### src/rtl/irrigation_pkg.sv
// Shared types and sizing helpers for the irrigation pump controller.
//   state_e        : FSM state encoding (also driven out on state_o)
//   timer_width()  : bits needed by the shared WATER/SOAK timer
//   WC_W / WC_MAX  : water_count width and saturation value
package irrigation_pkg;

  typedef enum logic [1:0] {
    S_IDLE  = 2'd0,
    S_WATER = 2'd1,
    S_SOAK  = 2'd2,
    S_FAULT = 2'd3
  } state_e;

  localparam int WC_W = 8;
  localparam logic [WC_W-1:0] WC_MAX = {WC_W{1'b1}};

  // One timer serves both phases, so it must hold the larger terminal count.
  function automatic int timer_width(input int max_on, input int soak);
    int m;
    m = (max_on > soak) ? max_on : soak;
    return $clog2(m + 1);
  endfunction

endpackage

### src/rtl/irrigation_pump_ctrl_sensor_debounce.sv
// Moisture sensor front end: 2-flop synchroniser on the raw, active-low
// collector pin followed by a consecutive-sample debounce.
//   clk, rst      : system clock, synchronous active-high reset
//   sensor_col_n  : raw collector (0 = wet, 1 = dry), asynchronous
//   sensor_wet    : debounced wet flag; resets to 1 so the pump stays off
//                   until dryness has been proven
module sensor_debounce #(
  parameter int DEBOUNCE_CYCLES = 250000
) (
  input  logic clk,
  input  logic rst,
  input  logic sensor_col_n,
  output logic sensor_wet
);

  localparam int CW = (DEBOUNCE_CYCLES > 1) ? $clog2(DEBOUNCE_CYCLES) : 1;
  localparam logic [CW-1:0] CNT_LAST = CW'(DEBOUNCE_CYCLES - 1);
  localparam logic [CW-1:0] CNT_ONE  = CW'(1);

  // sync_pipe[0] is the metastability catcher, sync_pipe[1] is safe to use.
  logic [1:0]    sync_pipe;
  logic [CW-1:0] cnt;
  logic          synced_wet;

  assign synced_wet = ~sync_pipe[1];

  always_ff @(posedge clk) begin
    if (rst) begin
      sync_pipe  <= 2'b00;
      cnt        <= '0;
      sensor_wet <= 1'b1;
    end else begin
      sync_pipe <= {sync_pipe[0], sensor_col_n};
      if (synced_wet != sensor_wet) begin
        // The Nth consecutive disagreeing sample flips the output.
        if (cnt == CNT_LAST) begin
          sensor_wet <= synced_wet;
          cnt        <= '0;
        end else begin
          cnt <= cnt + CNT_ONE;
        end
      end else begin
        cnt <= '0;
      end
    end
  end

endmodule

### src/rtl/irrigation_pump_ctrl.sv
// Closed-loop irrigation controller. Waters while the soil is dry, then
// enforces a soak pause; a watering run that exceeds MAX_ON_CYCLES latches
// FAULT until fault_clr.
//   clk, rst      : system clock, synchronous active-high reset
//   enable        : level, 1 = automatic watering allowed
//   sensor_col_n  : raw sensor collector pin (0 = wet), asynchronous
//   fault_clr     : single-cycle pulse, only acted on in FAULT
//   pump_on       : pump drive (state == WATER)
//   sensor_wet    : debounced wet flag for the board LED
//   fault         : state == FAULT
//   state_o       : current state encoding
//   water_count   : completed waterings, saturating
module irrigation_pump_ctrl
  import irrigation_pkg::*;
#(
  parameter int DEBOUNCE_CYCLES = 250000,
  parameter int MAX_ON_CYCLES   = 250000000,
  parameter int SOAK_CYCLES     = 125000000
) (
  input  logic            clk,
  input  logic            rst,
  input  logic            enable,
  input  logic            sensor_col_n,
  input  logic            fault_clr,
  output logic            pump_on,
  output logic            sensor_wet,
  output logic            fault,
  output logic [1:0]      state_o,
  output logic [WC_W-1:0] water_count
);

  localparam int TW = timer_width(MAX_ON_CYCLES, SOAK_CYCLES);
  localparam logic [TW-1:0] ON_LAST   = TW'(MAX_ON_CYCLES - 1);
  localparam logic [TW-1:0] SOAK_LAST = TW'(SOAK_CYCLES - 1);
  localparam logic [TW-1:0] TMR_ONE   = TW'(1);
  localparam logic [WC_W-1:0] WC_ONE  = WC_W'(1);

  state_e          state;
  logic [TW-1:0]   timer;

  sensor_debounce #(
    .DEBOUNCE_CYCLES (DEBOUNCE_CYCLES)
  ) u_debounce (
    .clk          (clk),
    .rst          (rst),
    .sensor_col_n (sensor_col_n),
    .sensor_wet   (sensor_wet)
  );

  always_ff @(posedge clk) begin
    if (rst) begin
      state       <= S_IDLE;
      timer       <= '0;
      water_count <= '0;
    end else begin
      case (state)
        S_IDLE: begin
          timer <= '0;
          if (enable && !sensor_wet) state <= S_WATER;
        end
        S_WATER: begin
          // A normal stop wins over the timeout on the same cycle.
          if (!enable || sensor_wet) begin
            state <= S_SOAK;
            timer <= '0;
            if (water_count != WC_MAX) water_count <= water_count + WC_ONE;
          end else if (timer == ON_LAST) begin
            state <= S_FAULT;
            timer <= '0;
          end else begin
            timer <= timer + TMR_ONE;
          end
        end
        S_SOAK: begin
          // Runs to completion regardless of enable or the sensor.
          if (timer == SOAK_LAST) begin
            state <= S_IDLE;
            timer <= '0;
          end else begin
            timer <= timer + TMR_ONE;
          end
        end
        default: begin
          timer <= '0;
          if (fault_clr) state <= S_IDLE;
        end
      endcase
    end
  end

  assign pump_on = (state == S_WATER);
  assign fault   = (state == S_FAULT);
  assign state_o = state;

endmodule

### config.mk
export PLATFORM = sky130hd
export DESIGN_NAME = irrigation_pump_ctrl
export DESIGN_NICKNAME = d
export VERILOG_FILES = /design/src/rtl/irrigation_pkg.sv /design/src/rtl/irrigation_pump_ctrl_sensor_debounce.sv /design/src/rtl/irrigation_pump_ctrl.sv
export SDC_FILE = /design/constraint.sdc
export NUM_CORES = 1
export LEC_CHECK = 0
export CORE_MARGIN = 2
export CORE_UTILIZATION = 55
export CTS_BUF_LIST = sky130_fd_sc_hd__clkbuf_4 sky130_fd_sc_hd__clkbuf_8
export DETAILED_ROUTE_END_ITERATION = 8
export MAX_ROUTING_LAYER = met4
export PLACE_DENSITY_LB_ADDON = 0.15
export SYNTH_ARGS = -nofsm -noshare
export SYNTH_HDL_FRONTEND = slang
export SYNTH_HIERARCHICAL = 1
export SYNTH_SLANG_ARGS = --single-unit
### constraint.sdc
create_clock -name clk -period 1.9 [get_ports clk]
set_input_delay 0.57 -clock clk [delete_from_list [all_inputs] [get_ports clk]]
set_output_delay 0.57 -clock clk [all_outputs]
set_load 0.02 [all_outputs]
==> impl_metrics.env, run 1 <==
export IMPL_outcome="complete, but fails checks"
export IMPL_violations="setup timing"
export IMPL_tightestPinTransition_ns=0.635
export IMPL_ant_nets=0
export IMPL_synthMostInstantiatedCell="nor2_1"
export IMPL_yosys_top_cells_count="60 x nor2_1, 59 x dfxtp_1, 24 x xnor2_1"
export IMPL_coreArea_um2=4790
export IMPL_finalWorstSetupSlack_ns=-0.0342
export IMPL_drt_wl_total_mm=5.84
export IMPL_fmax_mhz=517
export IMPL_routedWlPerCell_um=13.3
export IMPL_dpl_hpwl_mm=4.03
export IMPL_rrSetupSlack_ns=-0.03
export IMPL_grt_pass1_vias=2255
export IMPL_yosysSeqAreaShare_pct=42.5
export IMPL_rsz0062_at_grt="true"
export IMPL_arrival_ns=2.18
export IMPL_critPathLaunchType="flop"
export IMPL_rows=25
export IMPL_hp_class="reg2reg"
export IMPL_fill_cells=395
export IMPL_grt_start_max_net_pins=28
export IMPL_synth_distinct_cells=39
export IMPL_synth_flop_cell="dfxtp_1"
export IMPL_cp_required_ns=2.15
export IMPL_die_y_um=75.1
export IMPL_cts_tree="yes"
export IMPL_busiest_layer="met2"
export IMPL_die_x_um=75.1
export IMPL_setup_viol=1
export IMPL_area_growth_syn_to_layout_pct=23.6
export IMPL_finalCritPeriodShare_pct=102
export IMPL_crit_path_end_kind="flop"
export IMPL_max_slew_margin_rel_pct=57.7
export IMPL_nNetsFinal=379
export IMPL_crit_path_cell_trace="or4b_4, nor3_4, a31oi_4, or3_4, a221oi_2"
export IMPL_overflow=0
export IMPL_synth_edf_count=0
export IMPL_crit_buf_inv=0
export IMPL_drtIter0Drc=129
export IMPL_grt_use_total_pct=23.7
export IMPL_drv_slew=0
export IMPL_numCtsBuffers=9
export IMPL_place_congestion=0.896
export IMPL_io_pins=18
export IMPL_min_from="u_debounce/sync_pipe[0]$_SDFF_PP0_"
export IMPL_vias=2383
export IMPL_power_density_nw_per_um2=697
export IMPL_grt_antenna_before_repair=0
export IMPL_ys_top_cells_by_area="dfxtp_1 42%, nor2_1 8.1%, xnor2_1 7.6%"
export IMPL_clk_pin_slew_ns=0.06
export IMPL_start_util_pct=58.1
export IMPL_final_util_pct=71.8
export IMPL_drt_pass1_iterations=4
export IMPL_cpPeakStageDelay_ns=0.55
export IMPL_clk_latency_ns=0.33
export IMPL_drc=0
export IMPL_dp_slack_ns=-0.212
export IMPL_cpMaxStageDelayCell="or4b_4"
export IMPL_p_leak_uw=0.00121
export IMPL_yosysWarnings=6
export IMPL_via_per_inst=5.44
export IMPL_cts_sinks=59
export IMPL_critical_path_top_delay_family="simple AND/OR/NAND/NOR gates"
export IMPL_grt_pass1_wl_mm=9.74
export IMPL_timing_rr_end="state_o[0]$_SDFFE_PP0P_"
export IMPL_synth_area_um2=2780
export IMPL_ys_ff_latch=59
export IMPL_r2r_start="timer[6]$_SDFF_PP0_"
export IMPL_cts_setup_buffers=0
export IMPL_synth_avg_cell_area_um2=8.74
export IMPL_peakVddDrop_uv=506
export IMPL_multi_input_area_um2=1580
export IMPL_layout_min_cycle_time_ns=1.93
export IMPL_crit_type="reg2reg"
export IMPL_holdPathEnd="u_debounce/sync_pipe[1]$_SDFF_PP0_"
export IMPL_holdPathStages=1
export IMPL_synth_top_cell_area_share_pct=42.5
export IMPL_drv_cap=0
export IMPL_cp_max_fo=3
export IMPL_drive_gt1_share_pct=15.9
export IMPL_io_buffers=17
export IMPL_cts_hold_buf=0
export IMPL_fin_skew_ns=0.00530
export IMPL_groute_layer_met3_usage_pct=8.97
export IMPL_cts_buffer_depth=2
export IMPL_ys_async_sr_fraction_pct=0
export IMPL_antenna_cells=0
export IMPL_syn_inst=318
export IMPL_root_buffer="clkbuf_8"
export IMPL_yosys_area_top_type="dfxtp_1"
export IMPL_synth_fp_nets=330
export IMPL_grtUsageMet2_pct=38.6
export IMPL_reg2reg_depth=5
export IMPL_use_met1_pct=26.5
export IMPL_register_area_um2=1180
export IMPL_cts_htree_levels=3
export IMPL_dieArea_um2=5640
export IMPL_hold_viol_final=0
layer usage:
layer  part of all wire (%)  wire, um
met5                      0         0
met4                    2.0       115
met3                    3.6       212
met2                     50      2920
met1                     44      2590
cell usage in the layout (no fill, tap or decap), types with 8 or more instances in the layout:
master / n
buf_4: 27
clkbuf_8: 12
dfxtp_1: 57
dlygate4sd2_1: 12
inv_1: 10
nand2_1: 16
nand3_1: 20
nand4_1: 20
nor2_1: 60
nor3_1: 16
nor4_1: 8
xnor2_1: 24
xor2_1: 23
worst max-delay path by stage:
stage | start | end | slack (ns) | cells after the start
floorplan | timer[6]$_SDFF_PP0_ | state_o[0]$_SDFFE_PP0P_ | 0.02 | 5
global placement | enable | state_o[0]$_SDFFE_PP0P_ | -0.16 | 5
detailed placement | enable | state_o[0]$_SDFFE_PP0P_ | -0.21 | 5
CTS | timer[0]$_SDFF_PP0_ | state_o[0]$_SDFFE_PP0P_ | 0.006 | 6
global route | timer[6]$_SDFF_PP0_ | state_o[0]$_SDFFE_PP0P_ | -0.11 | 5
finish | timer[6]$_SDFF_PP0_ | state_o[0]$_SDFFE_PP0P_ | -0.03 | 5
what timing repair did:
item,in CTS,in global routing
gates resized for setup,16,9
setup endpoints to repair,15,16
pin swaps,3,3
kinds of logic (layout without fill, tap and decap cells):
| group | after synthesis | count (layout) | synth area share (%) |
|---|---|---|---|
| multiplexers | 2 | 2 | 0.720 |
| XOR/XNOR | 47 | 47 | 14.8 |
| AND/OR/NAND/NOR | 172 | 172 | 33.0 |
| flip-flops | 59 | 59 | 42.5 |
| buffers and inverters | 17 | 70 | 2.48 |
| AO/OA/AOI/OAI | 14 | 14 | 3.38 |
| adder cells (fa/ha/maj) | 7 | 7 | 3.15 |
registers in the layout, summed over array words and instances, names as in the netlist:
name,flops
timer,28
u_debounce/cnt,18
water_count,8
state_o,2
u_debounce/sync_pipe,2
u_debounce/sensor_wet,1
report_power, final:
| part | leakage [uW] | switching [uW] | internal [uW] |
|---|---|---|---|
| Combinational | 0.000637 | 54.0 | 45.4 |
| Sequential | 0.000477 | 7.51 | 1250 |
| Clock | 0.0000987 | 461 | 583 |
stage by stage:
stage / instances / total power (uW) / cell area (um^2) / setup TNS [ns] / hold slack [ns]
6_report: 438 / 2400 / 3440 / -0.0342 / 0.464
5_1_grt: 438 / 2480 / 3440 / -0.227 / 0.476
4_1_cts: 438 / 2410 / 3400 / 0 / 0.465
3_5_place_dp: 423 / 1370 / 3230 / -3.80 / 0.451
3_3_place_gp: 423 / 1370 / 3230 / -3.02 / 0.429
2_1_floorplan: 318 / 1330 / 2780 / 0 / 0.414
layout make-up:
type,count,share of cell area (%)
Timing Repair Buffer,45,10.8
Inverter,10,1.09
Clock buffer,13,5.02
Tap cell,67,2.44
Multi-Input combinational cell,242,45.9
Clock inverter,2,0.291
Sequential cell,59,34.4
No activity file was read; power rests on OpenSTA's default activity.
==> inputs of run 2 (changes only) <==
- CORE_UTILIZATION: 55 -> 35
==> run 2 against run 1 <==
  * The flow now finishes without violations
  * Via count decreased by 3.0%
  * Wire length is 4.3% higher
  * Die area is 54% higher
  * Cell area rose by 3.1%
  * Sequential power is essentially flat
  * Largest cell class unchanged
  * Largest power group unchanged
==> impl_metrics.env, run 2 (synthesis results as in run 1) <==
export IMPL_grt_start_max_net_pins=28
export IMPL_drt_wl_total_mm=6.09
export IMPL_crit_type="reg2reg"
export IMPL_numCtsBuffers=9
export IMPL_cts_tree="yes"
export IMPL_root_buffer="clkbuf_8"
export IMPL_cts_hold_buf=0
export IMPL_timing_rr_end="state_o[0]$_SDFFE_PP0P_"
export IMPL_peakVddDrop_uv=359
export IMPL_ant_nets=0
export IMPL_cpMaxStageDelayCell="or4b_4"
export IMPL_dpl_hpwl_mm=4.30
export IMPL_power_density_nw_per_um2=709
export IMPL_antenna_cells=0
export IMPL_cts_htree_levels=3
export IMPL_final_cell_area_um2=3540
export IMPL_largest_reg_flops=28
export IMPL_io_buffers=17
export IMPL_fill_cells=764
export IMPL_crit_path_end_kind="flop"
export IMPL_hp_class="reg2reg"
export IMPL_dieArea_um2=8670
export IMPL_critPathLaunchType="flop"
export IMPL_placed_area_um2=3280
export IMPL_grt_pass1_wl_mm=10.7
export IMPL_layout_min_cycle_time_ns=1.83
export IMPL_fin_skew_ns=0.00878
export IMPL_holdPathEnd="u_debounce/sync_pipe[1]$_SDFF_PP0_"
export IMPL_drv_cap=0
export IMPL_final_cell_mix="60 x nor2_1, 56 x dfxtp_1, 28 x buf_4"
export IMPL_crit_path_cell_trace="or4b_4, nor3_4, a31oi_4, or3_4, a221oi_2"
export IMPL_cp_required_ns=2.15
export IMPL_reg_top3="timer: 28 flops, u_debounce/cnt: 18 flops, water_count: 8 flops"
export IMPL_die_y_um=93.1
export IMPL_drc=0
export IMPL_outcome="finished, final reports clean"
export IMPL_final_common_cell="nor2_1"
export IMPL_grt_use_total_pct=15.9
export IMPL_r2r_start="timer[6]$_SDFF_PP0_"
export IMPL_die_x_um=93.1
export IMPL_io_pins=18
export IMPL_cts_sinks=59
export IMPL_grt_pass1_vias=2284
export IMPL_area_growth_syn_to_layout_pct=27.5
export IMPL_drtIter0Drc=63
export IMPL_clk_latency_ns=0.34
export IMPL_start_util_pct=36.0
export IMPL_finalCritPeriodShare_pct=96.5
export IMPL_drt_pass1_iterations=4
export IMPL_min_from="u_debounce/sync_pipe[0]$_SDFF_PP0_"
export IMPL_via_per_inst=4.87
export IMPL_max_slew_margin_rel_pct=68.9
export IMPL_fmax_mhz=545
export IMPL_vias=2311
export IMPL_place_congestion=0.804
export IMPL_clk_pin_slew_ns=0.06
export IMPL_overflow=0
export IMPL_grt_antenna_before_repair=0
export IMPL_cts_buffer_depth=2
export IMPL_drive_gt1_share_pct=18.2
export IMPL_holdPathStages=1
export IMPL_routedWlPerCell_um=12.8
export IMPL_cp_max_fo=3
export IMPL_setup_viol=0
export IMPL_hold_viol_final=0
export IMPL_p_leak_uw=0.00123
export IMPL_coreArea_um2=7730
export IMPL_nNetsFinal=380
export IMPL_rrSetupSlack_ns=0.07
export IMPL_arrival_ns=2.08
export IMPL_cpPeakStageDelay_ns=0.54
export IMPL_critical_path_top_delay_family="simple AND/OR/NAND/NOR gates"
export IMPL_top_register="timer"
export IMPL_crit_buf_inv=0
export IMPL_final_util_pct=45.9
export IMPL_cts_setup_buffers=0
export IMPL_drv_slew=0
export IMPL_rows=32
export IMPL_reg2reg_depth=5
export IMPL_tightestPinTransition_ns=0.463
## run 2: through the flow
stage	TNS, ns	hold slack [ns]	setup WS [ns]	power [uW]	std cells
after detailed placement	-4.03	0.427	-0.242	1370	459
after floorplan	0	0.414	0.0192	1330	318
after global placement	-3.71	0.418	-0.162	1370	459
after global routing	-0.00441	0.456	-0.00226	2620	475
after CTS	0	0.442	0.0133	2550	475
final	0	0.436	0.0666	2510	475
## run 2: area by class of cell
type	instances	area [um^2]	share of cell area, %
clock buffer	12	153	4.31
clock inverter	4	50.0	1.41
inverter	10	37.5	1.06
multi-input combinational	242	1610	45.4
sequential	59	1180	33.4
tap	102	128	3.60
timing repair buffer	46	380	10.7
## run 2: where the power goes
group	switching [uW]	total [uW]	leakage [uW]	internal [uW]
combinational	52.5	97.5	0.000649	44.9
clock	494	1160	0.0000994	668
sequential	6.84	1250	0.000477	1240
total	554	2510	0.00123	1960
## run 2: how the worst max path moves through the flow
stage                              end            startpoint  depth (start not counted)  slack (ns)
2_1_floorplan  state_o[0]$_SDFFE_PP0P_   timer[6]$_SDFF_PP0_                          5        0.02
3_3_place_gp   state_o[0]$_SDFFE_PP0P_                enable                          5       -0.16
3_5_place_dp   state_o[0]$_SDFFE_PP0P_                enable                          5       -0.24
4_1_cts        state_o[1]$_SDFFE_PP0P_  timer[27]$_SDFF_PP0_                          5        0.01
5_1_grt        state_o[0]$_SDFFE_PP0P_   timer[6]$_SDFF_PP0_                          5      -0.002
6_report       state_o[0]$_SDFFE_PP0P_   timer[6]$_SDFF_PP0_                          5        0.07
## run 2: metal layers
layer	global-route usage [%]	up-vias	wire [um]
met5	-	-	0
met3	4.92	7	197
li1	-	1207	-
met2	26.6	23	2920
met1	18.4	1074	2890
met4	5.15	0	85
## run 2: repair_timing
item / CTS / global route
pin swaps: 2 / 3
cloned: 0 / 0
gates resized for setup: 19 / 15
setup endpoints to repair: 15 / 7
